--- config.mk ---
export PLATFORM = sky130hd
export DESIGN_NAME = hb5_feedback_decoder
export DESIGN_NICKNAME = d
export VERILOG_FILES = /design/src/rtl/hb5_feedback_decoder.sv
export SDC_FILE = /design/constraint.sdc
export NUM_CORES = 1
export LEC_CHECK = 0
export ABC_AREA = 1
export BUFFER_PORTS_ARGS = -buffer_cell sky130_fd_sc_hd__buf_2
export CAP_MARGIN = 10
export CORE_MARGIN = 1
export CORE_UTILIZATION = 34
export DETAILED_ROUTE_END_ITERATION = 10
export SLEW_MARGIN = 10
export SYNTH_ARGS = -nofsm -noshare
export SYNTH_HDL_FRONTEND = slang
export SYNTH_SLANG_ARGS = --single-unit
--- constraint.sdc ---
create_clock -name CLK100MHZ -period 3.5 [get_ports CLK100MHZ]
set_input_delay 0.35 -clock CLK100MHZ [delete_from_list [all_inputs] [get_ports CLK100MHZ]]
set_output_delay 0.35 -clock CLK100MHZ [all_outputs]
set_load 0.02 [all_outputs]
--- src/rtl/hb5_feedback_decoder.sv ---
// Quadrature Hall feedback decoder for one H-bridge motor Pmod: synchronizes and
// debounces SA/SB, then turns Gray-code transitions into position, direction and speed.
module hb5_feedback_decoder #(
  parameter int FILTER_LEN    = 4,
  parameter int WINDOW_CYCLES = 1000000,
  parameter int POS_W         = 32,
  parameter int SPD_W         = 16
) (
  input  logic             CLK100MHZ,
  input  logic             reset,
  input  logic             sa,
  input  logic             sb,
  output logic [POS_W-1:0] position,
  output logic [SPD_W-1:0] speed,
  output logic             speed_valid,
  output logic             dir,
  output logic             err
);

  localparam int CNT_W = (FILTER_LEN > 1) ? $clog2(FILTER_LEN) : 1;
  localparam int WIN_W = (WINDOW_CYCLES > 1) ? $clog2(WINDOW_CYCLES) : 1;
  localparam logic [CNT_W-1:0] CNT_LAST = CNT_W'(FILTER_LEN - 1);
  localparam logic [WIN_W-1:0] WIN_LAST = WIN_W'(WINDOW_CYCLES - 1);

  // Forward rotation walks 00 -> 01 -> 11 -> 10 -> 00 on {sa,sb}.
  function automatic logic [1:0] gray_next(input logic [1:0] s);
    logic [1:0] n;
    case (s)
      2'b00:   n = 2'b01;
      2'b01:   n = 2'b11;
      2'b11:   n = 2'b10;
      default: n = 2'b00;
    endcase
    return n;
  endfunction

  function automatic logic [SPD_W-1:0] sat_inc(input logic [SPD_W-1:0] v, input logic inc);
    logic [SPD_W-1:0] r;
    r = v;
    if (inc && (v != {SPD_W{1'b1}})) r = v + SPD_W'(1);
    return r;
  endfunction

  logic [1:0]       sync_p0;
  logic [1:0]       sync_p1;
  logic [1:0]       cand_p2;
  logic [CNT_W-1:0] cnt_p2;
  logic [1:0]       filt_p2;
  logic [1:0]       prev_p3;
  logic             primed;
  logic [WIN_W-1:0] wcnt;
  logic [SPD_W-1:0] step_cnt;

  logic load;
  logic chg;
  logic fwd;
  logic rev;
  logic bad;
  logic step;

  always_comb begin
    load = 1'b0;
    chg  = 1'b0;
    fwd  = 1'b0;
    rev  = 1'b0;
    bad  = 1'b0;
    step = 1'b0;
    load = (sync_p1 == cand_p2) && (cnt_p2 == CNT_LAST);
    chg  = primed && (filt_p2 != prev_p3);
    fwd  = chg && (gray_next(prev_p3) == filt_p2);
    rev  = chg && (gray_next(filt_p2) == prev_p3);
    // Any other change flips both channels at once and has no direction.
    bad  = chg && !fwd && !rev;
    step = fwd || rev;
  end

  always_ff @(posedge CLK100MHZ) begin
    if (reset) begin
      sync_p0     <= '0;
      sync_p1     <= '0;
      cand_p2     <= '0;
      cnt_p2      <= '0;
      filt_p2     <= '0;
      prev_p3     <= '0;
      primed      <= 1'b0;
      position    <= '0;
      dir         <= 1'b0;
      err         <= 1'b0;
      wcnt        <= '0;
      step_cnt    <= '0;
      speed       <= '0;
      speed_valid <= 1'b0;
    end else begin
      // p0/p1: two-flop synchronizer for the asynchronous Hall inputs
      sync_p0 <= {sa, sb};
      sync_p1 <= sync_p0;

      // p2: stability filter; cnt holds at its last value while the level stays put
      if (sync_p1 != cand_p2) begin
        cand_p2 <= sync_p1;
        cnt_p2  <= '0;
      end else if (cnt_p2 == CNT_LAST) begin
        filt_p2 <= cand_p2;
      end else begin
        cnt_p2 <= cnt_p2 + CNT_W'(1);
      end

      // p3: first accepted level only seeds prev; later changes are decoded
      if (!primed && load) begin
        prev_p3 <= cand_p2;
        primed  <= 1'b1;
      end
      err <= bad;
      if (fwd) begin
        position <= position + POS_W'(1);
        dir      <= 1'b1;
      end else if (rev) begin
        position <= position - POS_W'(1);
        dir      <= 1'b0;
      end
      if (chg) prev_p3 <= filt_p2;

      // Speed window: a step decoded on the final cycle still belongs to this window.
      if (wcnt == WIN_LAST) begin
        wcnt        <= '0;
        speed       <= sat_inc(step_cnt, step);
        speed_valid <= 1'b1;
        step_cnt    <= '0;
      end else begin
        wcnt        <= wcnt + WIN_W'(1);
        speed_valid <= 1'b0;
        step_cnt    <= sat_inc(step_cnt, step);
      end
    end
  end

endmodule
=== Word level (Yosys, flattened, before mapping) ===
Index checks and enable logic that the tools add are counted.

* Output and inout port bits: 51
* Register bits: 100

* Multiplexer cells: 10
* $add $sub $neg: 5
* Equal/unequal tests: 12
* Bitwise logic cells: 1
* Reductions and logical operators: 19

{| class="wikitable"
|+ Operator list
! cell !! count
|-
| 32-bit 2-to-1 mux || 2
|-
| 32-bit by 1-bit adder with 32-bit output (second input constant) || 1
|-
| 32-bit by 1-bit subtractor with 32-bit output (second input constant) || 1
|-
| 20-bit by 1-bit adder with 20-bit output (second input constant) || 1
|-
| 20-bit == test (second input constant) || 1
|-
| 16-bit by 1-bit adder with 16-bit output (second input constant) || 1
|-
| 16-bit 2-to-1 mux || 1
|-
| 16-bit inequality test (second input constant) || 1
|-
| 2-bit case mux with 3 select lines || 2
|-
| 1-bit logical AND || 8
|-
| 2-bit == test || 3
|-
| 2-bit == test (second input constant) || 3
|-
| 2-bit by 1-bit == test with 1-bit output (second input constant) || 2
|-
| 2-bit zero test || 2
|-
| 2-bit 2-to-1 mux || 2
|-
| 2-bit inequality test || 2
|-
| 2-bit nonzero test || 2
|-
| 2-bit OR reduction || 2
|-
| 1-bit zero test || 3
|-
| 1-bit 2-to-1 mux || 3
|-
| 2-bit by 1-bit adder with 2-bit output (second input constant) || 1
|-
| 2-bit AND reduction || 1
|-
| 1-bit logical OR || 1
|-
| 1-bit inverter || 1
|}

=== Depth between registers and ports, before layout ===
Gate-level depths: netlist of run 1.

* Word-level depth: 7
* Mapped depth: 20
* Depth with buffers taken out: 20

=== Least setup slack after synthesis of run 1 ===
OpenSTA, ideal clock, no wires.

* Path type: flip-flop to flip-flop
* Start point: register filt_p2[0]
* End point: register position[28]
* Data arrival time: 2404 ps
* Clock period less this slack: 2513 ps
* Setup slack: 987 ps
* Data required time: 3391 ps
* Stages on the path, launching flop included: 20
* Cells stage by stage: dfxtp_1 > xnor2_1 > nand2_1 > nand2_2 > clkinv_4 > nand2_4 > inv_1 > fa_1 > inv_1 > nand3_1 > nand3_1 > nand2_1 > nand2_1 > nand2_1 > nand2_1 > nand2_1 > nand3_1 > nand3_1 > nand2_1 > inv_1

{| class="wikitable"
|+ RTL lines
! what !! RTL line !! RTL
|-
| from (decl) || 48 || <nowiki>logic [1:0] filt_p2;</nowiki>
|-
| from (signal assigned) || 103 || <nowiki>filt_p2 <= cand_p2;</nowiki>
|-
| 2-bit inequality test || 69 || <nowiki>chg = primed && (filt_p2 != prev_p3);</nowiki>
|-
| 1-bit logical AND || 69 ||
|-
| 1-bit logical AND * || 70 || <nowiki>fwd = chg && (gray_next(prev_p3) == filt_p2);</nowiki>
|-
| via fwd || 56 || <nowiki>logic fwd;</nowiki>
|-
| 32-bit 2-to-1 mux or 2-bit nonzero test (tied branches) || n/a ||
|-
| to (signal assigned) || 115 || <nowiki>position <= position + POS_W'(1);</nowiki>
|-
| to (signal assigned) || 118 || <nowiki>position <= position - POS_W'(1);</nowiki>
|-
| to (decl) || 13 || <nowiki>output logic [POS_W-1:0] position,</nowiki>
|}

Mark *: on every way through the listed nets, which the timed path passes. The rest lies on a longest branch.
A chain may end at the register's enable or synchronous reset.

=== Final worst setup path of run 1 ===
Ends and elaborated chain as after synthesis.

==> metrics, run 1 <==
Pins Over Slew Limit=0; Die H=140 um; multi-input combinational cell area=0.00368 mm^2; Initial Utilization=34.6%; worst skew pair latency=0.36 ns; TritonCTS buffer count=9; layout cell share with drive strength beyond 1=9.49%; Post-CTS Setup Inserts=0; Setup violations, final=0; first-pass GRT wire length=26900 um; Primary FF master, synth=dfxtp_1; number of flops mapped to enable cells by yosys=0; Hold Crit Endpoint=sync_p0[1]; worst-path fanout max=32; CORE AREA=0.0186 mm^2; Top Ports=55; final worst-path cycle share=84.1%; Max Buffers Root-to-Sink=2; most common cell in the netlist=nand2_1; Worst Tran Pin Value=0.764 ns; flops & latches, synth=100; sequential standard cell area=0.00200 mm^2; critical path's slowest cell=fa_1; crit end category=flop; Hold Path Origin=sa; crit path time final=2.94 ns; DR iter-0 viols=251; Reg2Reg Depth=19; Leak=3.92 nW; Mapped Cells=1011; worst hold path type=input port to flop; CP max stage delay=0.43 ns; pin count of the biggest net entering global routing=63; # hold bufs at CTS=0; ys async rst share=0%; Detailed Routing Iterations Pass 1=5; Worst Setup Start Kind=flop; Mapped Area=0.00645 mm^2; DPL Wire Length=11800 um; Post-Route WL=15600 um; worst vdd ir=262 uV; final core utilization=38.8%; critical path required time=3.76 ns; TritonCTS clock tree=yes; all-layer global routing usage=17.0%; Setup TNS Final=0 ns; relative slew slack=49.0%; CTS resizes=0; R2R Path Start=filt_p2[0]; Hold Path Cell Cnt=3; DRC=0; CP Class=flop to flop; ant diodes=0; remaining antenna violation count=0; vias in the first global route=5685; Crit path arrival time=3.20 ns; synth unique cells=41; CTS Root Cell=clkbuf_16; Ys Warns=0; # rows=50; initial antenna violation count=0; WL/cell=12.0 um; Critical Path Most Common Cell=nand2_1; max-cap viol count=0; Setup Skew=0.00841 ns; Synth area leaders=dfxtp_1 (31%), nand2_1 (18%), inv_1 (10%), ha_1 (6.4%), nor2_1 (5.6%); FILL cells=2006; Vias=6040; routability cong.=0.896; die width=140 um; cell taking the most area after synthesis=dfxtp_1; worst reg-to-reg setup slack=0.56 ns; vias per inst=4.65; RSZ-0062 raised after global routing=no; Remaining Overflow, GRT=0; syn nets=1049; P per Cell Area=306 mW/mm^2; clock-pin transition on the worst setup and hold timing paths=0.07 ns; maximum clock rate=340 MHz; top cells by count, synth=nand2_1 (314), inv_1 (174), dfxtp_1 (100); outcome=complete, no violations; H-tree levels=3; CP Cell Sequence=xnor2_1 > nand2_1 > nand2_2 > clkinv_4 > nand2_4 > inv_1 > fa_1 > inv_1 > nand3_1 > nand3_1 > nand2_1 > nand2_1 > nand2_1 > nand2_1 > nand2_1 > nand3_1 > nand3_1 > nand2_1 > inv_1; syn_area_per_cell=6.38 um^2; RR Endpoint=position[28]; worst setup path startpoint=filt_p2[0]; DIE AREA=0.0195 mm^2; Fin. Hold Viols=0; sequential area share after synthesis=31.0%; Layout Area Growth over Synthesis=12.0%; area share of the largest cell type after synthesis=31.0%; Layout Nets=1097; CTS sink cnt=100; port bufs=54
critical path: cells and delay by family (launching register included):
family                     cells  cell delay [ns]
DFF                            1             0.40
and+or+nand+nor               13             1.49
buffers and inverters          4             0.37
adders and majority gates      1             0.43
xor gates and xnor gates       1             0.14
cells by family after synthesis:
family	share of synthesized area [%]
AND/OR/NAND/NOR	33.4
flip-flops	31.0
XOR/XNOR	5.16
AO/OA/AOI/OAI	11.8
adder cells (fa/ha/maj)	6.71
buffers and inverters	11.9
through the flow:
| step | instances | hold slack [ns] | setup WS (ns) | instance area, um^2 | total power [W] |
|---|---|---|---|---|---|
| 2_1_floorplan | 1011 | 0.388 | 0.987 | 6450 | 0.00122 |
| 3_3_place_gp | 1282 | 0.391 | 0.667 | 6940 | 0.00123 |
| 3_5_place_dp | 1282 | 0.395 | 0.581 | 6940 | 0.00123 |
| 4_1_cts | 1298 | 0.198 | 0.558 | 7230 | 0.00225 |
| 5_1_grt | 1298 | 0.208 | 0.261 | 7230 | 0.00230 |
| 6_report | 1298 | 0.204 | 0.556 | 7230 | 0.00221 |
worst max-delay path by stage:
stage                              end  cells after the start
after floorplan           position[28]                     19
after global placement    position[28]                     19
after detailed placement  position[28]                     19
after CTS                 position[28]                     19
after global routing      position[28]                     19
final                     position[28]                     19
sequential cells by signal, indices dropped and copies added, names as in the netlist:
signal	count
cand_p2	2
cnt_p2	2
dir	1
err	1
filt_p2	2
position	32
prev_p3	2
primed	1
speed	16
speed_valid	1
step_cnt	16
sync_p0	2
sync_p1	2
wcnt	20
layer usage:
| metal | wire [um] | part of all wire [%] | vias to the layer above | GRT usage, % |
|---|---|---|---|---|
| met3 | 617 | 4.0 | 25 | 3.51 |
| met2 | 7280 | 47 | 103 | 29.6 |
| met1 | 7420 | 48 | 2656 | 20.7 |
| met4 | 295 | 1.9 | 0 | 5.44 |
| met5 | 0 | 0 | - | 0 |
| li1 | - | - | 3256 | - |
area by class of cell:
type,instances,share of cell area [%]
Clock buffer,9,3.11
Clock inverter,7,0.969
Inverter,178,9.31
Multi-Input combinational cell,714,50.9
Sequential cell,100,27.7
Tap cell,234,4.05
Timing Repair Buffer,56,3.94
layout by cell type, fill, tap and decap left out, types with 2 or more instances in the layout:
| cell type | n |
|---|---|
| nand2_1 | 314 |
| inv_1 | 174 |
| dfxtp_1 | 100 |
| nor2_1 | 96 |
| buf_2 | 54 |
| nand3_1 | 51 |
| a21oi_1 | 48 |
| o21ai_0 | 44 |
| ha_1 | 33 |
| xor2_1 | 21 |
| o21bai_1 | 17 |
| xnor2_1 | 17 |
| nor3_1 | 15 |
| o21ai_2 | 10 |
| nand4_1 | 9 |
| clkbuf_16 | 9 |
| a31oi_1 | 4 |
| nor4_1 | 4 |
| and2_1 | 3 |
| o21a_1 | 3 |
| nor3b_1 | 3 |
| clkinv_4 | 3 |
| nand2_4 | 3 |
| inv_2 | 3 |
| or2_2 | 2 |
| nor3_2 | 2 |
| a41oi_1 | 2 |
| nand3_2 | 2 |
| inv_8 | 2 |
| buf_4 | 2 |
power breakdown:
part | leakage, nW | switching, W | total (W) | internal [W]
clock network | 0.147 | 0.000504 | 0.00101 | 0.000503
logic | 2.96 | 0.0000333 | 0.0000496 | 0.0000162
registers | 0.807 | 0.00000632 | 0.00115 | 0.00115
Note: power is estimated with default switching activity, not from simulation.
==> run 2: changes to the inputs <==
Settings changed: ABC_AREA 1 to 0.
Clock period 3.5 ns to 3.05 ns, I/O delays scaled along.
==> run 2 against run 1 <==
Net effect: the flow now finishes with violations (setup timing); routed wire length decreased by 11%; first-iteration DRC count shrank 20%; combinational power grew to 3.1 times the previous value; total power up 23%; critical path depth is 5 lower; flip-flop and latch count unchanged; die area shrank 16%; critical path type unchanged; critical endpoint is now position[31]; highest routed layer is now met5.
==> metrics, run 2 <==
maximum clock rate=308 MHz; Die H=128 um; worst-path fanout max=6; syn_area_per_cell=8.25 um^2; ant diodes=0; Pins Over Slew Limit=0; most common cell after layout, fill and taps aside=dfxtp_1; port bufs=54; Mapped Cells=659; dpl ws=-0.272 ns; critical path's slowest cell=dfxtp_2; sequential area share after synthesis=36.8%; Primary FF master, synth=dfxtp_1; CTS sink cnt=100; clock-pin transition on the worst setup and hold timing paths=0.08 ns; most common cell in the netlist=dfxtp_1; first-pass GRT wire length=23100 um; Synth Area in Compound Gates=18.2%; max reg flops=32; Sw Share=24.4%; worst hold path type=input port to flop; max-cap viol count=0; initial antenna violation count=1; worst skew pair latency=0.36 ns; pin count of the biggest net entering global routing=42; # hold bufs at CTS=0; Detailed Routing Iterations Pass 1=5; CTS Root Cell=clkbuf_16; Leak=3.23 nW; crit path time final=3.25 ns; Layout Nets=821; Setup violations, final=4; syn nets=697; layout cell share with drive strength beyond 1=25.9%; RSZ-0062 raised after global routing=yes; critical path required time=3.29 ns; Psw=0.000663 W; Reg with most FFs=position; Initial Utilization=35.2%; logic gate share of total power=5.7%; Post-Route WL=13900 um; Fin Hold WS=0.156 ns; P per Cell Area=374 mW/mm^2; Ys Warns=0; DR iter-0 viols=202; CP max stage delay=0.34 ns; outcome=finished, violations left; Critical Path Most Common Cell=buf_12; clock share of power=45.4%; FILL cells=1486; vias in the first global route=4888; Crit path arrival time=3.49 ns; Worst Setup Start Kind=flop; Top Ports=55; final worst-path cycle share=107%; Remaining Overflow, GRT=0; H-tree levels=3; Setup Skew=0.0112 ns; TritonCTS clock tree=yes; Fin. Hold Viols=0; flops & latches, synth=100; DIE AREA=0.0165 mm^2; die width=128 um; Pint=0.00205 W; worst vdd ir=433 uV; CP Cell Sequence=xnor2_2 > nor2b_4 > buf_12 > nand2_8 > buf_12 > ha_4 > a21o_1 > a211oi_2 > nor3_2 > o21a_1 > a211o_1 > a311oi_2 > mux2i_1 > mux2_1; synth unique cells=50; top cells by count, synth=dfxtp_1 (100), nor2_1 (85), nand2_1 (78); CORE AREA=0.0154 mm^2; commonest non-fill, non-tap cells in the layout=dfxtp_1 (98), nor2_1 (84), nand2_1 (76), buf_4 (76), buf_2 (54); Reg2Reg Depth=14; TritonCTS buffer count=9; number of flops mapped to enable cells by yosys=0; Max Buffers Root-to-Sink=2; worst setup slack after layout=-0.200 ns; remaining antenna violation count=0; main combinational cell family by area after synthesis=simple AND/OR/NAND/NOR gates; Worst Tran Pin Value=0.836 ns; routability cong.=0.899; XOR/XNOR Fraction of Synth Area=9.51%; Layout Area Growth over Synthesis=33.6%; relative slew slack=44.3%; cell taking the most area after synthesis=dfxtp_1; share of total power in sequential cells=48.9%; # rows=45; Hold Path Cell Cnt=2; Synth area leaders=dfxtp_1 (37%), ha_1 (7.6%), nor2_1 (5.9%), nand2_1 (5.4%), a21oi_1 (5.0%); DRC=0; biggest registers after layout=position x32, wcnt x20; Mapped Area=0.00544 mm^2; Synth Area in Simple Gates=23.5%; area share of the largest cell type after synthesis=36.8%; WL/cell=14.0 um; Vias=5053; mux contribution to synthesized area=1.50%; ys async rst share=0%; DPL Wire Length=9670 um; Adder-Cell Fraction of Synth Area=7.96%; failing checks=setup timing; vias per inst=5.06; crit end category=flop; CP Class=flop to flop; all-layer global routing usage=17.4%
## run 2: cell count changes after synthesis, sizes merged, moves of 8 or more
cell / previous run / this run
a211oi: 1 / 22
a21o: 1 / 16
and3: 1 / 10
clkbuf: 11 / 22
inv: 177 / 13
nand2: 319 / 78
nand3: 53 / 16
nand3b: 0 / 12
nor2: 97 / 85
nor2b: 0 / 15
o21ai: 54 / 22
o21bai: 17 / 5
xnor2: 17 / 30
xor2: 21 / 29
## run 2: power groups by stage
stage	Clock [W]	Sequential, W	Combinational, W
after floorplan	0	0.00136	0.0000917
after global placement	0	0.00136	0.000129
after detailed placement	0	0.00136	0.000132
after CTS	0.00127	0.00133	0.000146
after global routing	0.00132	0.00133	0.000169
final	0.00123	0.00133	0.000154
## run 2: final timing paths
path         slack, ns      endpoint       start
max              -0.20  position[31]  filt_p2[1]
min               0.16    sync_p0[1]          sa
max reg2reg      -0.20  position[31]  filt_p2[1]
min reg2reg       0.45    sync_p1[0]  sync_p0[0]
## run 2: kinds of logic (layout without fill, tap and decap cells)
logic type,count (synthesis),after routing
flip-flops,100,100
adder cells (fa/ha/maj),34,34
AO/OA/AOI/OAI,151,151
XOR/XNOR,59,59
multiplexers,8,8
AND/OR/NAND/NOR,270,272
buffers and inverters,37,164
## run 2: area by class of cell
class / instances / area, um^2 / share of cell area [%]
clock buffers: 9 / 225 / 3.10
clock inverters: 7 / 97.6 / 1.34
inverters: 13 / 48.8 / 0.672
multi-input cells: 524 / 3710 / 51.1
flip-flops and latches: 100 / 2000 / 27.6
well taps: 211 / 264 / 3.63
repair buffers: 135 / 915 / 12.6
## run 2: critical path, delay by kind of cell, from the launching register on
| kind | cells | cell delay, ns |
|---|---|---|
| buffers and inverters | 2 | 0.30 |
| AOI/OAI and AO/OA | 5 | 1.22 |
| xor gates and xnor gates | 1 | 0.16 |
| DFF | 1 | 0.34 |
| and+or+nand+nor | 3 | 0.34 |
| muxes | 2 | 0.56 |
| adders and majority gates | 1 | 0.22 |
## run 2: metal layers
| layer | vias up | global-route usage, % | share of wire, % |
|---|---|---|---|
| met5 | - | 0 | 0.072 |
| met4 | 2 | 5.33 | 1.2 |
| met3 | 16 | 3.95 | 3.9 |
| met2 | 79 | 30.9 | 50 |
| met1 | 2371 | 20.8 | 45 |
| li1 | 2585 | - | - |
## run 2: through the flow
stage               util [%]  instances  total power [W]  area [um^2]  TNS (ns)
floorplan                  -        659          0.00145         5550    -0.175
global placement        42.4        972          0.00148         6540    -0.459
detailed placement      42.4        972          0.00149         6540     -1.11
CTS                     46.0        997          0.00274         7100    -0.388
global route            47.1        999          0.00282         7260     -2.03
finish                  47.1        999          0.00272         7260    -0.467
## run 2: what timing repair did
action	in CTS	in global routing
setup buffers	7	2
gates cloned	2	0
setup endpoints to repair	10	16
pin swaps	6	12
gates resized for setup	21	27
==> run 3: changes to the inputs <==
Settings changed: MAX_ROUTING_LAYER set to met4.
==> run 3 against run 2 <==
Net effect: the run still ends with setup timing left; flip-flop and latch count is the same; first-iteration DRC count is 13% lower; via count grew 0.28%; global-route usage up 0.55 points; final cell count up 0.10%; critical endpoint unchanged.
==> metrics, run 3 (synthesis gave the netlist of run 2 again) <==
Post-Route WL=13900 um; Placed Instance Area=0.00654 mm^2; Initial Utilization=35.2%; logic gate share of total power=5.7%; DPL Wire Length=9670 um; max reg flops=32; Leak=3.23 nW; H-tree levels=3; max-cap viol count=0; R2R Path Start=filt_p2[1]; Reg with most FFs=position; DR WL met3=412 um; Vias=5067; initial antenna violation count=1; CTS Root Cell=clkbuf_16; most common cell after layout, fill and taps aside=dfxtp_1; CP Cell Sequence=xnor2_2 > nor2b_4 > buf_12 > nand2_8 > buf_12 > ha_4 > a21o_1 > a211oi_2 > nor3_2 > o21a_1 > a211o_1 > a311oi_2 > mux2i_1 > mux2_1; pin count of the biggest net entering global routing=42; DRC=0; CORE AREA=0.0154 mm^2; biggest registers after layout=position x32, wcnt x20; Psw=0.000662 W; Layout Area Growth over Synthesis=33.7%; P per Cell Area=374 mW/mm^2; Crit path arrival time=3.49 ns; CP max stage delay=0.34 ns; vias in the first global route=4879; commonest non-fill, non-tap cells in the layout=dfxtp_1 (98), nor2_1 (84), nand2_1 (76), buf_4 (76), buf_2 (54); Reg2Reg Depth=14; top layer in use=met4; crit-path leading delay family=compound AO/OA/AOI/OAI gates; remaining antenna violation count=0; Max Buffers Root-to-Sink=2; worst vdd ir=433 uV; fin area=0.00727 mm^2; CTS sink cnt=100; Worst Setup Start Kind=flop; Fin. Hold Viols=0; outcome=finished, violations left; Top Ports=55; final worst-path cycle share=107%; maximum clock rate=307 MHz; crit path time final=3.25 ns; placed cells=972; DIE AREA=0.0165 mm^2; clock-pin transition on the worst setup and hold timing paths=0.08 ns; RSZ-0062 raised after global routing=yes; worst-path fanout max=6; Die H=128 um; M1 WL=6440 um; Pint=0.00205 W; Worst Path Buf+Inv=2; first-pass GRT wire length=23100 um; Layout Nets=821; failing checks=setup timing; critical path required time=3.29 ns; Detailed Routing Iterations Pass 1=4; Critical Path Most Common Cell=buf_12; relative slew slack=45.8%; vias per inst=5.07; Setup violations, final=6; worst hold path type=input port to flop; DR iter-0 viols=176; critical path's slowest cell=dfxtp_2; worst skew pair latency=0.36 ns; # hold bufs at CTS=0; worst reg-to-reg setup slack=-0.20 ns; TritonCTS clock tree=yes; crit end category=flop; routability cong.=0.914; port bufs=54; Remaining Overflow, GRT=0; die width=128 um; RR Endpoint=position[31]; CP Depth=14; # rows=45; Setup Skew=0.0112 ns; met2 wire len=6910 um; filler-free cell count of the finished design=1000; worst setup slack after layout=-0.202 ns; TritonCTS buffer count=9; Pins Over Slew Limit=0; Fin Hold WS=0.157 ns; clock share of power=45.4%; CP Class=flop to flop; Worst Tran Pin Value=0.814 ns; all-layer global routing usage=17.9%; CP endpoint=position[31]; Sw Share=24.4%; worst setup path startpoint=filt_p2[1]; share of total power in sequential cells=48.9%; WL/cell=13.9 um; layout cell share with drive strength beyond 1=25.9%
==> run 3: layout make-up <==
class                           instances  area [um^2]
Inverter                               13         48.8
Clock buffer                            9          225
Multi-Input combinational cell        524         3710
Timing Repair Buffer                  135          915
Fill cell                            1487         8160
Antenna cell                            1         2.50
Sequential cell                       100         2000
Tap cell                              211          264
Clock inverter                          7         97.6
==> run 3: repair_timing <==
item / 4_1_cts / 5_1_grt
pin swaps: 6 / 12
setup endpoints to repair: 10 / 16
cloned: 2 / 0
setup buffers: 7 / 2
resized for setup: 21 / 27
==> run 3: how the worst min path moves through the flow <==
stage,from,end,cells after the start
finish,sa,sync_p0[1],2
global route,sa,sync_p0[1],2
CTS,sa,sync_p0[1],2
detailed placement,sync_p0[0],sync_p1[0],1
global placement,sync_p0[0],sync_p1[0],1
floorplan,sync_p0[0],sync_p1[0],1
==> run 3: worst register-to-register path, stage by stage (launching register included) <==
cell and delay (ns):
dfxtp_2 0.34, xnor2_2 0.16, nor2b_4 0.19, buf_12 0.14, nand2_8 0.09, buf_12 0.16
ha_4 0.22, a21o_1 0.18, a211oi_2 0.31, nor3_2 0.08, o21a_1 0.18, a211o_1 0.27
a311oi_2 0.28, mux2i_1 0.23, mux2_1 0.33
==> run 3: power by group through the flow <==
| stage | logic, W | registers (W) | clock network (W) |
|---|---|---|---|
| CTS | 0.000146 | 0.00133 | 0.00127 |
| floorplan | 0.0000917 | 0.00136 | 0 |
| global placement | 0.000129 | 0.00136 | 0 |
| global route | 0.000169 | 0.00133 | 0.00132 |
| finish | 0.000154 | 0.00133 | 0.00123 |
| detailed placement | 0.000132 | 0.00136 | 0 |
==> run 3: per-stage QoR <==
| stage | utilization [%] | total power (W) | setup WS, ns | TNS (ns) |
|---|---|---|---|---|
| final | 47.1 | 0.00271 | -0.202 | -0.482 |
| after global routing | 47.1 | 0.00282 | -0.339 | -2.03 |
| after CTS | 46.0 | 0.00274 | -0.216 | -0.388 |
| after detailed placement | 42.4 | 0.00149 | -0.272 | -1.11 |
| after global placement | 42.4 | 0.00148 | -0.168 | -0.459 |
| after floorplan | - | 0.00145 | -0.133 | -0.175 |
==> run 3: per-layer routing <==
| metal | track usage, % | vias to the layer above |
|---|---|---|
| li1 | - | 2585 |
| met1 | 21.0 | 2386 |
| met2 | 30.9 | 82 |
| met3 | 3.66 | 14 |
| met4 | 5.33 | 0 |
| met5 | - | - |
